==> config.mk <==
export PLATFORM = sky130hd
export DESIGN_NAME = serial_chan_arbiter_flat
export DESIGN_NICKNAME = d
export VERILOG_FILES = /design/src/rtl/serial_chan_arb_pkg.sv /design/src/rtl/serial_chan_arb_if.sv /design/src/rtl/serial_chan_arb_rr_pick.sv /design/src/rtl/serial_chan_arbiter.sv /design/src/flat_wrapper.sv
export SDC_FILE = /design/constraint.sdc
export NUM_CORES = 1
export LEC_CHECK = 0
export CORE_ASPECT_RATIO = 0.8
export CORE_MARGIN = 2
export CORE_UTILIZATION = 37
export CTS_CLUSTER_SIZE = 30
export DETAILED_ROUTE_END_ITERATION = 10
export GPL_TIMING_DRIVEN = 0
export HOLD_SLACK_MARGIN = 0.12
export PLACE_DENSITY = 0.83
export SLEW_MARGIN = 40
export SYNTH_ARGS = -nofsm -noshare
export SYNTH_HDL_FRONTEND = slang
export SYNTH_SLANG_ARGS = --single-unit
==> constraint.sdc <==
create_clock -name sys_clk_pin -period 3.6 [get_ports sys_clk_pin]
set_input_delay 0.54 -clock sys_clk_pin [delete_from_list [all_inputs] [get_ports sys_clk_pin]]
set_output_delay 0.54 -clock sys_clk_pin [all_outputs]
set_load 0.005 [all_outputs]
==> src/rtl/serial_chan_arb_pkg.sv <==
// serial_chan_arb_pkg: shared definitions for the serial channel arbiter.
//   HDR_MAGIC          magic byte carried in header bits [31:24]
//   HDR_*_LSB          bit positions of the header fields (each 8 bits wide)
//   tx_state_t         transmit FSM states
//   rx_state_t         receive FSM states
//   make_hdr/sat_inc16 header builder and saturating counter step
package serial_chan_arb_pkg;

  localparam logic [7:0] HDR_MAGIC     = 8'hA5;
  localparam int         HDR_MAGIC_LSB = 24;
  localparam int         HDR_CHAN_LSB  = 16;
  localparam int         HDR_LEN_LSB   = 0;

  typedef enum logic [1:0] {TX_IDLE, TX_HDR, TX_DATA} tx_state_t;
  typedef enum logic [1:0] {RX_HDR, RX_DATA, RX_DRAIN} rx_state_t;

  // Header layout: magic | channel | 8'h00 | length.
  function automatic logic [31:0] make_hdr(input logic [7:0] chan, input logic [7:0] len);
    return {HDR_MAGIC, chan, 8'h00, len};
  endfunction

  function automatic logic [15:0] sat_inc16(input logic [15:0] v);
    return (v == 16'hFFFF) ? v : v + 16'd1;
  endfunction

endpackage

==> src/rtl/serial_chan_arb_if.sv <==
// serial_chan_arb_if: client streams plus bramfeeder put/get pins.
//   tx_data/tx_len/tx_valid/tx_ready  per-client transmit bursts (client i at index i)
//   rx_data/rx_valid/rx_ready         shared receive word, one-hot per-client valid
//   ppc_put_*                         bramfeeder ppcMessageInput_put
//   ppc_get_*                         bramfeeder ppcMessageOutput_get
// master = arbiter view, slave = clients + serial device view.
interface serial_chan_arb_if
  import serial_chan_arb_pkg::*;
#(
  parameter int NUM_CLIENTS = 4
);
  logic [NUM_CLIENTS-1:0][31:0] tx_data;
  logic [NUM_CLIENTS-1:0][7:0]  tx_len;
  logic [NUM_CLIENTS-1:0]       tx_valid;
  logic [NUM_CLIENTS-1:0]       tx_ready;
  logic [31:0]                  rx_data;
  logic [NUM_CLIENTS-1:0]       rx_valid;
  logic [NUM_CLIENTS-1:0]       rx_ready;
  logic [31:0]                  ppc_put_data;
  logic                         ppc_put_en;
  logic                         ppc_put_rdy;
  logic [31:0]                  ppc_get_data;
  logic                         ppc_get_en;
  logic                         ppc_get_rdy;

  modport master (
    input  tx_data, tx_len, tx_valid, rx_ready, ppc_put_rdy, ppc_get_data, ppc_get_rdy,
    output tx_ready, rx_data, rx_valid, ppc_put_data, ppc_put_en, ppc_get_en
  );

  modport slave (
    output tx_data, tx_len, tx_valid, rx_ready, ppc_put_rdy, ppc_get_data, ppc_get_rdy,
    input  tx_ready, rx_data, rx_valid, ppc_put_data, ppc_put_en, ppc_get_en
  );
endinterface

==> src/rtl/serial_chan_arb_rr_pick.sv <==
// serial_chan_arb_rr_pick: combinational round-robin picker.
//   req_i  request vector
//   ptr_i  highest-priority index this round
//   gnt_o  one-hot grant: first requester at or after ptr_i (wrapping)
//   any_o  at least one request present
module serial_chan_arb_rr_pick #(
  parameter int N = 4
) (
  input  logic [N-1:0]         req_i,
  input  logic [$clog2(N)-1:0] ptr_i,
  output logic [N-1:0]         gnt_o,
  output logic                 any_o
);
  always_comb begin
    gnt_o = '0;
    any_o = 1'b0;
    for (int i = 0; i < N; i++) begin
      if (!any_o && req_i[(int'(ptr_i) + i) % N]) begin
        any_o                       = 1'b1;
        gnt_o[(int'(ptr_i) + i) % N] = 1'b1;
      end
    end
  end
endmodule

==> src/rtl/serial_chan_arbiter.sv <==
// serial_chan_arbiter: muxes NUM_CLIENTS word streams onto the bramfeeder
// put port (round-robin, one header word per burst) and steers headed
// packets from the get port back to the addressed client.
//   sys_clk_pin   clock
//   sys_rst_pin   synchronous active-high reset
//   bus           serial_chan_arb_if.master (client + bramfeeder pins)
//   rx_err_count  saturating count of rejected headers
// Optional build macro SERIAL_CHAN_ARB_MAGIC_CHECK_EN: headers with a bad
// magic byte are dropped as a single word and counted as errors.
module serial_chan_arbiter
  import serial_chan_arb_pkg::*;
#(
  parameter int NUM_CLIENTS = 4,
  parameter int MAX_BURST   = 16
) (
  input  logic                    sys_clk_pin,
  input  logic                    sys_rst_pin,
  serial_chan_arb_if.master       bus,
  output logic [15:0]             rx_err_count
);
  localparam int         CW   = $clog2(NUM_CLIENTS);
  localparam logic [7:0] MAXB = 8'(MAX_BURST);

  // ---------------- transmit ----------------
  tx_state_t              tx_state_q;
  logic [CW-1:0]          gnt_q, rr_ptr_q, rr_next;
  logic [7:0]             tx_cnt_q;
  logic [NUM_CLIENTS-1:0] pick_gnt;
  logic                   pick_any;
  logic [CW-1:0]          pick_idx;
  logic [7:0]             pick_len;

  serial_chan_arb_rr_pick #(.N(NUM_CLIENTS)) u_pick (
    .req_i (bus.tx_valid),
    .ptr_i (rr_ptr_q),
    .gnt_o (pick_gnt),
    .any_o (pick_any)
  );

  always_comb begin
    pick_idx = '0;
    for (int i = 0; i < NUM_CLIENTS; i++)
      if (pick_gnt[i]) pick_idx = CW'(i);
    pick_len = (bus.tx_len[pick_idx] > MAXB) ? MAXB : bus.tx_len[pick_idx];
  end

  assign rr_next = (gnt_q == CW'(NUM_CLIENTS - 1)) ? '0 : gnt_q + CW'(1);

  always_comb begin
    bus.ppc_put_data = '0;
    bus.ppc_put_en   = 1'b0;
    bus.tx_ready     = '0;
    case (tx_state_q)
      TX_HDR: begin
        bus.ppc_put_data = make_hdr(8'(gnt_q), tx_cnt_q);
        bus.ppc_put_en   = bus.ppc_put_rdy;
      end
      TX_DATA: begin
        bus.ppc_put_data    = bus.tx_data[gnt_q];
        bus.ppc_put_en      = bus.ppc_put_rdy & bus.tx_valid[gnt_q];
        bus.tx_ready[gnt_q] = bus.ppc_put_rdy;
      end
      default: ;
    endcase
  end

  always_ff @(posedge sys_clk_pin) begin
    if (sys_rst_pin) begin
      tx_state_q <= TX_IDLE;
      gnt_q      <= '0;
      rr_ptr_q   <= '0;
      tx_cnt_q   <= '0;
    end else begin
      case (tx_state_q)
        TX_IDLE: if (pick_any) begin
          gnt_q      <= pick_idx;
          tx_cnt_q   <= pick_len;
          tx_state_q <= TX_HDR;
        end
        TX_HDR: if (bus.ppc_put_en) begin
          // An empty burst still advances the pointer so a client
          // parked on len 0 cannot starve the others.
          if (tx_cnt_q == 8'd0) begin
            tx_state_q <= TX_IDLE;
            rr_ptr_q   <= rr_next;
          end else begin
            tx_state_q <= TX_DATA;
          end
        end
        TX_DATA: if (bus.ppc_put_en) begin
          tx_cnt_q <= tx_cnt_q - 8'd1;
          if (tx_cnt_q == 8'd1) begin
            tx_state_q <= TX_IDLE;
            rr_ptr_q   <= rr_next;
          end
        end
        default: tx_state_q <= TX_IDLE;
      endcase
    end
  end

  // ---------------- receive ----------------
  rx_state_t     rx_state_q;
  logic [CW-1:0] rx_chan_q;
  logic [7:0]    rx_cnt_q;
  logic [15:0]   err_q;
  logic [7:0]    hdr_chan, hdr_len;
  logic          magic_ok;

  assign hdr_chan = bus.ppc_get_data[HDR_CHAN_LSB +: 8];
  assign hdr_len  = bus.ppc_get_data[HDR_LEN_LSB +: 8];
`ifdef SERIAL_CHAN_ARB_MAGIC_CHECK_EN
  assign magic_ok = (bus.ppc_get_data[HDR_MAGIC_LSB +: 8] == HDR_MAGIC);
`else
  assign magic_ok = 1'b1;
`endif

  assign bus.rx_data  = bus.ppc_get_data;
  assign rx_err_count = err_q;

  always_comb begin
    bus.rx_valid   = '0;
    bus.ppc_get_en = 1'b0;
    case (rx_state_q)
      RX_HDR:   bus.ppc_get_en = bus.ppc_get_rdy;
      RX_DATA: begin
        bus.rx_valid[rx_chan_q] = bus.ppc_get_rdy;
        bus.ppc_get_en          = bus.ppc_get_rdy & bus.rx_ready[rx_chan_q];
      end
      RX_DRAIN: bus.ppc_get_en = bus.ppc_get_rdy;
      default: ;
    endcase
  end

  always_ff @(posedge sys_clk_pin) begin
    if (sys_rst_pin) begin
      rx_state_q <= RX_HDR;
      rx_chan_q  <= '0;
      rx_cnt_q   <= '0;
      err_q      <= '0;
    end else begin
      case (rx_state_q)
        RX_HDR: if (bus.ppc_get_en) begin
          rx_cnt_q <= hdr_len;
          if (!magic_ok) begin
            err_q <= sat_inc16(err_q);
          end else if (hdr_len == 8'd0) begin
            rx_state_q <= RX_HDR;
          end else if (hdr_chan >= 8'(NUM_CLIENTS)) begin
            err_q      <= sat_inc16(err_q);
            rx_state_q <= RX_DRAIN;
          end else begin
            rx_chan_q  <= CW'(hdr_chan);
            rx_state_q <= RX_DATA;
          end
        end
        RX_DATA, RX_DRAIN: if (bus.ppc_get_en) begin
          rx_cnt_q <= rx_cnt_q - 8'd1;
          if (rx_cnt_q == 8'd1) rx_state_q <= RX_HDR;
        end
        default: rx_state_q <= RX_HDR;
      endcase
    end
  end
endmodule

==> src/flat_wrapper.sv <==
// flat-port wrapper written by rule: the top's interface ports become plain ports
module serial_chan_arbiter_flat import serial_chan_arb_pkg::*;
#(
  parameter int NUM_CLIENTS = 4,
  parameter int MAX_BURST   = 16
)
  (sys_clk_pin, sys_rst_pin, rx_err_count, bus_tx_data, bus_tx_len, bus_tx_valid, bus_rx_ready, bus_ppc_put_rdy, bus_ppc_get_data, bus_ppc_get_rdy, bus_tx_ready, bus_rx_data, bus_rx_valid, bus_ppc_put_data, bus_ppc_put_en, bus_ppc_get_en);
  serial_chan_arb_if #(.NUM_CLIENTS(NUM_CLIENTS)) bus_i ();
  input  logic sys_clk_pin;
  input  logic sys_rst_pin;
  output logic [15:0] rx_err_count;
  input wire logic [$bits(bus_i.tx_data)-1:0] bus_tx_data;
  input wire logic [$bits(bus_i.tx_len)-1:0] bus_tx_len;
  input wire logic [$bits(bus_i.tx_valid)-1:0] bus_tx_valid;
  input wire logic [$bits(bus_i.rx_ready)-1:0] bus_rx_ready;
  input wire logic [$bits(bus_i.ppc_put_rdy)-1:0] bus_ppc_put_rdy;
  input wire logic [$bits(bus_i.ppc_get_data)-1:0] bus_ppc_get_data;
  input wire logic [$bits(bus_i.ppc_get_rdy)-1:0] bus_ppc_get_rdy;
  output wire logic [$bits(bus_i.tx_ready)-1:0] bus_tx_ready;
  output wire logic [$bits(bus_i.rx_data)-1:0] bus_rx_data;
  output wire logic [$bits(bus_i.rx_valid)-1:0] bus_rx_valid;
  output wire logic [$bits(bus_i.ppc_put_data)-1:0] bus_ppc_put_data;
  output wire logic [$bits(bus_i.ppc_put_en)-1:0] bus_ppc_put_en;
  output wire logic [$bits(bus_i.ppc_get_en)-1:0] bus_ppc_get_en;
  assign bus_i.tx_data = bus_tx_data;
  assign bus_i.tx_len = bus_tx_len;
  assign bus_i.tx_valid = bus_tx_valid;
  assign bus_i.rx_ready = bus_rx_ready;
  assign bus_i.ppc_put_rdy = bus_ppc_put_rdy;
  assign bus_i.ppc_get_data = bus_ppc_get_data;
  assign bus_i.ppc_get_rdy = bus_ppc_get_rdy;
  assign bus_tx_ready = bus_i.tx_ready;
  assign bus_rx_data = bus_i.rx_data;
  assign bus_rx_valid = bus_i.rx_valid;
  assign bus_ppc_put_data = bus_i.ppc_put_data;
  assign bus_ppc_put_en = bus_i.ppc_put_en;
  assign bus_ppc_get_en = bus_i.ppc_get_en;
  serial_chan_arbiter #(.NUM_CLIENTS(NUM_CLIENTS), .MAX_BURST(MAX_BURST)) u_core (.sys_clk_pin(sys_clk_pin), .sys_rst_pin(sys_rst_pin), .bus(bus_i), .rx_err_count(rx_err_count));
endmodule
Word-level counts from Yosys, hierarchy flattened
Cells that the tools add are included.

storage, ports and cells
  register bits after elaboration = 42
  bits of input ports = 204
  output and inout port bits = 90
  word-level logic and storage cells = 163

cells by class
  add/sub/neg operators = 7
  order comparisons = 15
  equality and inequality tests = 16
  multiplexer cells = 72
  bitwise operators = 13
  reduce and logical (&&, ||, !) cells = 32

operators with widths
  operator                                                                      number
  32-bit binary-select mux with 2-bit select                                    1
  32-bit one-hot mux with 2 select lines                                        1
  8-bit two-way mux                                                             6
  2-bit two-way mux                                                             17
  32-bit two-way mux                                                            1
  8-bit one-hot mux with 2 select lines                                         2
  4-bit two-way mux                                                             6
  1-bit two-way mux                                                             20
  16-bit by 1-bit adder with 16-bit output, second input constant               1
  8-bit binary-select mux with 2-bit select                                     1
  16-bit equality test, second input constant                                   1
  8-bit by 1-bit equality test with 1-bit output, second input constant         2
  8-bit logical NOT                                                             2
  8-bit by 1-bit subtractor with 8-bit output, second input constant            2
  1-bit binary-select mux with 2-bit select                                     6
  1-bit demux with 2-bit select                                                 6
  2-bit by 3-bit less-than comparator with 1-bit output, second input constant  4
  3-bit by 4-bit less-than comparator with 1-bit output, second input constant  3
  4-bit OR                                                                      3
  5-bit AND reduction                                                           2
  2-bit OR reduction                                                            5
  3-bit by 1-bit >= comparator with 1-bit output, second input constant         3
  1-bit logical AND                                                             9
  3-bit AND reduction                                                           3
  other kinds (21)                                                              48

Longest topological paths before layout
Gate-level depths: netlist of run 1.

  word-level depth = 23
  gate-level depth with buffers = 12
  mapped depth without buffers = 10

Hierarchy
A second synthesis of run 1 with hierarchy kept.

second synthesis, totals
  cells, all modules = 547
  area total of the unflattened synthesis = 4677.0 µm²

by module, submodules not included
  module                   times used  cells an instance  area each (µm²)  seq. area each (µm²)
  serial_chan_arbiter      1           485                4206.5           840.8
  serial_chan_arb_rr_pick  1           62                 470.5            0.0

Worst setup path before layout of run 1
No wires, ideal clock.

  kind = reg2reg
  from = reg u_core.rr_ptr_q[0]
  to = reg u_core.tx_cnt_q[2]
  setup time = 86 ps
  data arrival time = 2944 ps
  data required time = 3514 ps
  setup slack = 571 ps
  stages on the path, launching flop included = 13
  buffers on the path = 2
  period minus slack after synthesis = 3029 ps
  cells stage by stage = dfxtp_1 buf_6 inv_1 ha_1 mux4_2 or3b_1 a21oi_2 or3b_1 buf_6 mux2i_1 o211a_4 a32oi_1 a211oi_1

between the ends
  longest elaborated chain between the ends = 22
  elaborated cells between the ends (all ways) = 68
  those cells by class = add/sub (3); order compare (9); eq/ne (1); mux (35); bitwise (6); reduce/logical (14)

ends and longest elaborated chain
  item                                                                                                                                           RTL line                                                      text
  from (decl)                                                                                                                                    serial_chan_arbiter.sv:26                                     logic [CW-1:0] gnt_q, rr_ptr_q, rr_next;
  from (signal assigned)                                                                                                                         serial_chan_arbiter.sv:85                                     rr_ptr_q <= rr_next;
  from (signal assigned)                                                                                                                         serial_chan_arbiter.sv:94                                     rr_ptr_q <= rr_next;
  2-bit by 1-bit adder with 2-bit output                                                                                                         serial_chan_arb_rr_pick.sv:18, serial_chan_arb_rr_pick.sv:20
  2-bit OR reduction (no source line)                                                                                                            --
  1-bit AND (no source line)                                                                                                                     --
  3-bit by 4-bit less-than comparator with 1-bit output (not written as such) or 3-bit by 1-bit >= comparator with 1-bit output (tied branches)  serial_chan_arb_rr_pick.sv:20                                 gnt_o[(int'(ptr_i) + i) % N] = 1'b1;
  1-bit logical AND (not written as such)                                                                                                        serial_chan_arb_rr_pick.sv:20
  1-bit two-way mux (not written as such)                                                                                                        serial_chan_arb_rr_pick.sv:20
  1-bit demux with 2-bit select                                                                                                                  serial_chan_arb_rr_pick.sv:20
  4-bit OR (no source line)                                                                                                                      --
  [... 5 more ...]                                                                                                                               --
  1-bit two-way mux                                                                                                                              serial_chan_arbiter.sv:43                                     if (pick_gnt[i]) pick_idx = CW'(i);
  2-bit two-way mux (2 in series)                                                                                                                serial_chan_arbiter.sv:43
  8-bit binary-select mux with 2-bit select                                                                                                      serial_chan_arbiter.sv:44                                     pick_len = (bus.tx_len[pick_idx] > MAXB) ? MAXB : bus.tx_len[pick_idx];
  8-bit two-way mux (not written as such)                                                                                                        serial_chan_arbiter.sv:44
  8-bit by 5-bit > comparator with 1-bit output                                                                                                  serial_chan_arbiter.sv:44
  8-bit two-way mux                                                                                                                              serial_chan_arbiter.sv:44
  8-bit two-way mux                                                                                                                              serial_chan_arbiter.sv:75                                     TX_IDLE: if (pick_any) begin
  8-bit one-hot mux with 2 select lines                                                                                                          serial_chan_arbiter.sv:74                                     case (tx_state_q)
  to (signal assigned)                                                                                                                           serial_chan_arbiter.sv:77                                     tx_cnt_q <= pick_len;
  to (signal assigned)                                                                                                                           serial_chan_arbiter.sv:91                                     tx_cnt_q <= tx_cnt_q - 8'd1;
  to (decl)                                                                                                                                      serial_chan_arbiter.sv:27                                     logic [7:0] tx_cnt_q;

Several ways; a longest one is shown, not always the timed one. The select of a mux whose other input is x is not followed.
A chain may end at the register's enable or synchronous reset.

Worst setup path in the final report of run 1
  from = reg u_core.rr_ptr_q[0]
  to = reg u_core.tx_cnt_q[3]

Same word-level chain as after synthesis.

==> metrics, run 1 <==
Mapped Cells 502; Worst Tran Pin Value between 0.6 and 0.7 ns; P&R area growth vs syn 71.2%; via total after detailed routing 5069; GP Congestion ~0.96; RSZ-0062 raised after global routing no; Startpoint Class flop; CP Launch Point u_core.rr_ptr_q[0]$_SDFFE_PP0P_; CTS H-tree lvls 2; DP Wirelength 15700 um; first-pass GRT wire length 27800 um; Primary FF master, synth dfxtp_1; Max Slew Vio Count 0; maximum VDD drop 0.276 mV; Worst Path Max Fanout 7; commonest non-fill, non-tap cell in the layout clkdlybuf4s50_1; min setup slack post-route 0.198 ns; fill count 955; CORE AREA 0.0115 mm2; Worst Hold Class flop to flop; Slew Limit Headroom 54.6%; CTS Root Cell clkbuf_16; later-pin clock latency in the skew report between 0.2 and 0.3 ns; crit path kind flop to flop; syn nets 728; Pwr Density 441 mW/mm2; layout cells sized above 1 12.6%; row count 35; vias in the first global route between 5000 and 6000; die width about 130 um; setup TNS 0 ns; Multi-input gate area around 0.0030 mm2; post-synth cell types 59; mapped cell area roughly 0.0044 mm2; Post-CTS Setup Inserts 0; clk buf depth 2; Port Buffers around 280; post-synthesis sequential area ratio about a fifth; Pleak 2.80 nW; Hold-fix buffers, CTS 0; total CTS buffers 5; asr flop ratio synth 0%; First DRT Iteration DRCs 275; Die Y roughly 100 um; final period utilization 94.5%; initial antenna violation count 0; Hold Worst Slack 0.509 ns; WL final 18600 um; CP arrival 3.59 ns; #FFs+latches synth 42; Hold EP u_core.rx_state_q[1]$_SDFFE_PP0P_; reg2reg end u_core.tx_cnt_q[3]$_SDFFE_PP0P_; final hold vios 0; Setup crit end kind flop; Die Area between 0.01 and 0.015 mm2; largest cells by area after synthesis dfxtp_1 19%, mux4_2 19%, ha_1 6.3%; MaxCap Viol Count 0; WHS Path Cells 2; Final nets 1010; Starting Density 37.9%; hold path startpoint u_core.rx_state_q[1]$_SDFFE_PP0P_; Place WS 0.0874 ns; crit path time final ~3.4 ns; Overflow after GRT 0; # IOs roughly 300; clk_skew 0.00350 ns; EDFF count, synth 0; number of remaining DRC errors 0; Yosys top cell area share 19.3%; path depth of the worst reg2reg path 12; DR pass1 iterations 5; Post-DRT Antenna Nets 0; antenna cell count 0; R2R Setup Slk 0.20 ns; Setup-failing EPs final 0; maximum number of pins on one net before global-route repair 13; Tot GR Track Use roughly 28%; sequential cell area 843 um2; CTS tree done; FF-to-FF Start u_core.rr_ptr_q[0]$_SDFFE_PP0P_; CTS Sinks 42; Synth area leader dfxtp_1; Ys Warns 0; syn avg cell area 8.67 um2; clock transition at the registers of the reported paths around 0.06 ns; Via density 5.43; run status finished clean; highest attainable clock frequency 294 MHz; CP required 3.79 ns; routed len/inst ~20 um; commonest non-fill, non-tap cells in the layout 275 x clkdlybuf4s50_1, 49 x nor2_1, 45 x nand2_1, 40 x dfxtp_1, 36 x mux4_2
-- power breakdown --
group	internal, mW	total [mW]	switching (mW)
combinational	1.09	2.19	1.10
sequential	0.545	0.639	0.0932
clock	0.275	0.454	0.179
total	1.91	3.28	1.37
-- logic make-up (layout without fill, tap and decap cells) --
kind of cell | count (synthesis) | in the layout | synth area share (%)
adders and majority gates | 22 | 22 | 6.33
DFF | 42 | 42 | 19.3
buffers and inverters | 84 | 367 | 10.8
AOI/OAI and AO/OA | 98 | 98 | 16.2
xor gates and xnor gates | 17 | 17 | 3.42
and+or+nand+nor | 188 | 188 | 21.9
muxes | 51 | 51 | 22.1
-- worst max path at each step --
stage / end / slack, ns / depth (start not counted)
2_1_floorplan: u_core.tx_cnt_q[2]$_SDFFE_PP0P_ / 0.57 / 12
3_3_place_gp: u_core.tx_cnt_q[2]$_SDFFE_PP0P_ / 0.18 / 10
3_5_place_dp: u_core.tx_cnt_q[2]$_SDFFE_PP0P_ / 0.09 / 9
4_1_cts: bus_ppc_put_data[2] / 0.04 / 5
5_1_grt: u_core.tx_cnt_q[3]$_SDFFE_PP0P_ / 0.03 / 11
6_report: u_core.tx_cnt_q[3]$_SDFFE_PP0P_ / 0.20 / 12
-- stage by stage --
step           util, %  instance area (um2)  power (mW)  std cells
2_1_floorplan        -                 4350        2.03        502
3_3_place_gp      63.5                 7290        2.71        925
3_5_place_dp      63.5                 7290        2.79        925
4_1_cts           64.8                 7440        3.26        933
5_1_grt           64.9                 7450        3.50        933
6_report          64.9                 7450        3.28        933
-- synth_stat cells, types with 5 or more instances --
master / number
and2_1: 21
nor2b_1: 9
buf_1: 5
nor3_1: 14
nand2_1: 45
a22o_1: 9
clkbuf_1: 17
dfxtp_1: 42
nand3_1: 7
xor2_1: 12
or3_1: 5
mux4_2: 36
xnor2_1: 5
a211oi_1: 13
mux2i_1: 15
ha_1: 22
inv_1: 24
nor2_1: 49
buf_4: 32
nand4_1: 6
a21oi_1: 27
and3_1: 6
o21ai_0: 14
o211ai_1: 5
nor4_1: 5
-- layout make-up --
class / count / share of cell area (%)
multi-input combinational: 376 / 40.9
timing repair buffer: 275 / 37.0
sequential: 42 / 11.3
buffer: 60 / 5.16
tap: 148 / 2.49
clock buffer: 7 / 1.92
inverter: 24 / 1.21
clock inverter: 1 / 0.0672
-- state kept, by name (all words and copies together), names as in the netlist --
register	flops
u_core.tx_cnt_q	8
u_core.tx_state_q	2
u_core.rr_ptr_q	2
u_core.rx_chan_q	2
u_core.rx_cnt_q	8
u_core.rx_state_q	2
u_core.rx_err_count	16
u_core.gnt_q	2
-- critical path, stage by stage (launching register included) --
cell and delay (ns):
dfxtp_2 0.37, buf_6 0.14, inv_1 0.11, ha_2 0.39, mux4_2 0.57, or3b_1 0.39, a21oi_2 0.18, or3b_1 0.15
buf_6 0.15, mux2i_1 0.26, o211a_4 0.22, a32oi_1 0.11, a211oi_1 0.26
-- routing by layer --
metal / track usage [%] / routed length [um] / up-vias
li1: - / - / 2370
met4: 7.18 / 390 / 0
met1: 35.8 / 7750 / 2448
met2: 49.7 / 9350 / 224
met3: 4.83 / 1080 / 27
met5: 0 / 0 / -
-- repair_timing --
action                     4_1_cts  5_1_grt
pin swaps                        0        1
resized for setup                1        7
setup endpoints to repair        2        8
Power figures use the tool's default switching activity.
==> inputs of run 2 (changes only) <==
==> constraint.sdc (replaced) <==
create_clock -name sys_clk_pin -period 3.4 [get_ports sys_clk_pin]
set_input_delay 0.51 -clock sys_clk_pin [delete_from_list [all_inputs] [get_ports sys_clk_pin]]
set_output_delay 0.51 -clock sys_clk_pin [all_outputs]
set_load 0.005 [all_outputs]
==> run 2 against run 1 <==
Highest routed layer unchanged. Worst hold slack improved by 0.0051 ns. Register-to-register slack got worse by 0.14 ns. Setup slack got worse by 0.14 ns. Fmax rose by 1.7%. Final cell count rose by 0.43%. Critical endpoint unchanged. Die area did not move. First-iteration DRC count fell by 1.5%. Combinational power rose by 11%.
==> metrics, run 2 (synthesis results as in run 1) <==
M2 GR Usage 49.7% (about the same); Slew Limit Headroom 58.6% (+3.9 points); setup TNS 0 ns (unchanged); GR Util met1 35.7% (-0.066 points); maximum VDD drop 0.277 mV (+0.32%); crit-path cells buf_6 -> clkinvlp_4 -> ha_4 -> mux4_2 -> buf_4 -> a21oi_1 -> a21oi_2 -> a21oi_2 -> mux2i_1 -> o221ai_4 -> a32oi_1 -> a211oi_1; Worst Path Max Fanout 6 (-1); Startpoint Class flop; first-pass GRT wire length 27800 um (unchanged); total CTS buffers 5 (unchanged); Max Slew Vio Count 0 (unchanged); final period utilization 98.4% (+3.9 points); fill count 934 (-2.2%); MaxCap Viol Count 0 (unchanged); Via density 5.46 (+0.48%); clock transition at the registers of the reported paths 0.06 ns (about the same); CTS Root Cell clkbuf_16; run status finished clean; Tot GR Track Use 28.1% (about the same); most frequent CP cell a21oi_2; Pleak 2.83 nW (+1.1%); Pwr Density 476 mW/mm2 (+8.1%); met3 Use GR 4.83% (unchanged); P&R area growth vs syn 73.6%; First DRT Iteration DRCs 271 (-1.5%); Hold-fix buffers, CTS 0 (unchanged); clk buf depth 2 (unchanged); Worst Tran Pin Value 0.617 ns (-0.0633 ns); CP arrival 3.50 ns (-0.09 ns); Starting Density 37.9% (unchanged); highest attainable clock frequency 299 MHz (+1.7%); layout cells sized above 1 14.2% (+1.6 points); DP Wirelength 15700 um (unchanged); Die Area 0.0126 mm2 (unchanged); GP Congestion 0.961 (unchanged); clk_skew 0.00301 ns (-0.000484 ns); Worst Hold Class flop to flop; CP required 3.55 ns (-0.24 ns); critical path's slowest cell mux4_2; WL final 18800 um (+1.4%); Multi-input gate area 0.00310 mm2 (+2.0%); later-pin clock latency in the skew report 0.29 ns (about the same); CTS Sinks 42 (unchanged); # IOs 294 (unchanged); number of remaining DRC errors 0 (unchanged); vias in the first global route 5024 (-0.080%); Overflow after GRT 0 (unchanged); routed len/inst 20.1 um (+1.0%); maximum number of pins on one net before global-route repair 13 (unchanged); Port Buffers 275 (unchanged); Setup-failing EPs final 0 (unchanged); CORE AREA 0.0115 mm2 (unchanged); DR pass1 iterations 7 (+2); row count 35 (unchanged); final hold vios 0 (unchanged); antenna cell count 0 (unchanged); initial antenna violation count 0 (unchanged); Hold Worst Slack 0.514 ns (+0.00510 ns); Setup crit end kind flop; global route hottest layer met2; commonest non-fill, non-tap cells in the layout 275 x clkdlybuf4s50_1, 49 x nor2_1, 44 x nand2_1, 40 x dfxtp_1, 37 x buf_4; Crit path largest cell delay 0.57 ns (about the same); CTS H-tree lvls 2 (unchanged); max FFs per register 16 (unchanged); crit path time final 3.34 ns (-0.0571 ns); Post-DRT Antenna Nets 0 (unchanged); via total after detailed routing 5115 (+0.91%); Die Y 101 um (unchanged); CTS tree done; Final nets 1014 (+0.40%); sequential cell area 843 um2 (unchanged); die width 125 um (unchanged); crit path kind flop to flop; commonest non-fill, non-tap cell in the layout clkdlybuf4s50_1
run 2: timing repair:
item                       in CTS  in global routing
gates resized for setup         7                 14
setup buffers                   0                  5
pin swaps                       1                  4
setup endpoints to repair      27                 22
run 2: final timing paths:
path	from	endpoint	slack, ns	cells past startpoint
worst max-delay path	u_core.rr_ptr_q[0]$_SDFFE_PP0P_	u_core.tx_cnt_q[3]$_SDFFE_PP0P_	0.06	12
worst min-delay path	u_core.rx_state_q[1]$_SDFFE_PP0P_	u_core.rx_state_q[1]$_SDFFE_PP0P_	0.51	2
worst max register to register	u_core.rr_ptr_q[0]$_SDFFE_PP0P_	u_core.tx_cnt_q[3]$_SDFFE_PP0P_	0.06	12
worst min register to register	u_core.rx_state_q[1]$_SDFFE_PP0P_	u_core.rx_state_q[1]$_SDFFE_PP0P_	0.51	2
run 2: through the flow:
stage	instance area, um2	cells	total power [mW]	worst slack (ns)	util, %
floorplan	4350	502	2.15	0.371	-
global placement	7290	925	2.87	0.0143	63.5
detailed placement	7290	925	2.95	-0.0826	63.5
CTS	7460	933	3.47	0.0166	65.0
global route	7550	937	3.83	-0.0480	65.8
finish	7550	937	3.60	0.0555	65.8
run 2: worst max-delay path, delay by kind of cell, from the launching register on:
| family | cells | cell delay [ns] |
|---|---|---|
| mux | 2 | 0.94 |
| buf+inv | 3 | 0.46 |
| flops | 1 | 0.37 |
| compound gates | 6 | 1.12 |
| fa+ha+maj | 1 | 0.31 |
run 2: final cells by class:
class,instances,area share (%)
multi-input combinational,376,41.1
timing repair buffer,280,36.9
sequential,42,11.2
buffer,59,5.14
tap,148,2.45
clock buffer,7,1.89
inverter,24,1.24
clock inverter,1,0.0663
run 2: report_power, final:
group / internal [mW] / switching (mW)
Sequential: 0.577 / 0.0977
Combinational: 1.22 / 1.21
Clock: 0.291 / 0.198
Total: 2.09 / 1.51
run 2: routing by layer:
metal,up-vias,part of all wire (%)
li1,2375,-
met1,2459,40
met2,249,50
met3,32,7.0
met4,0,2.3
met5,-,0
==> inputs of run 3 (changes only) <==
--- a/config.mk
+++ b/config.mk
@@ -5,6 +5,7 @@
 export SDC_FILE = /design/constraint.sdc
 export NUM_CORES = 1
 export LEC_CHECK = 0
+export ABC_CLOCK_PERIOD_IN_PS = 3400
 export CORE_ASPECT_RATIO = 0.8
 export CORE_MARGIN = 2
 export CORE_UTILIZATION = 37
==> results of run 3 <==
Same layout as run 2: the final DEF is identical, and so are final timing and power.
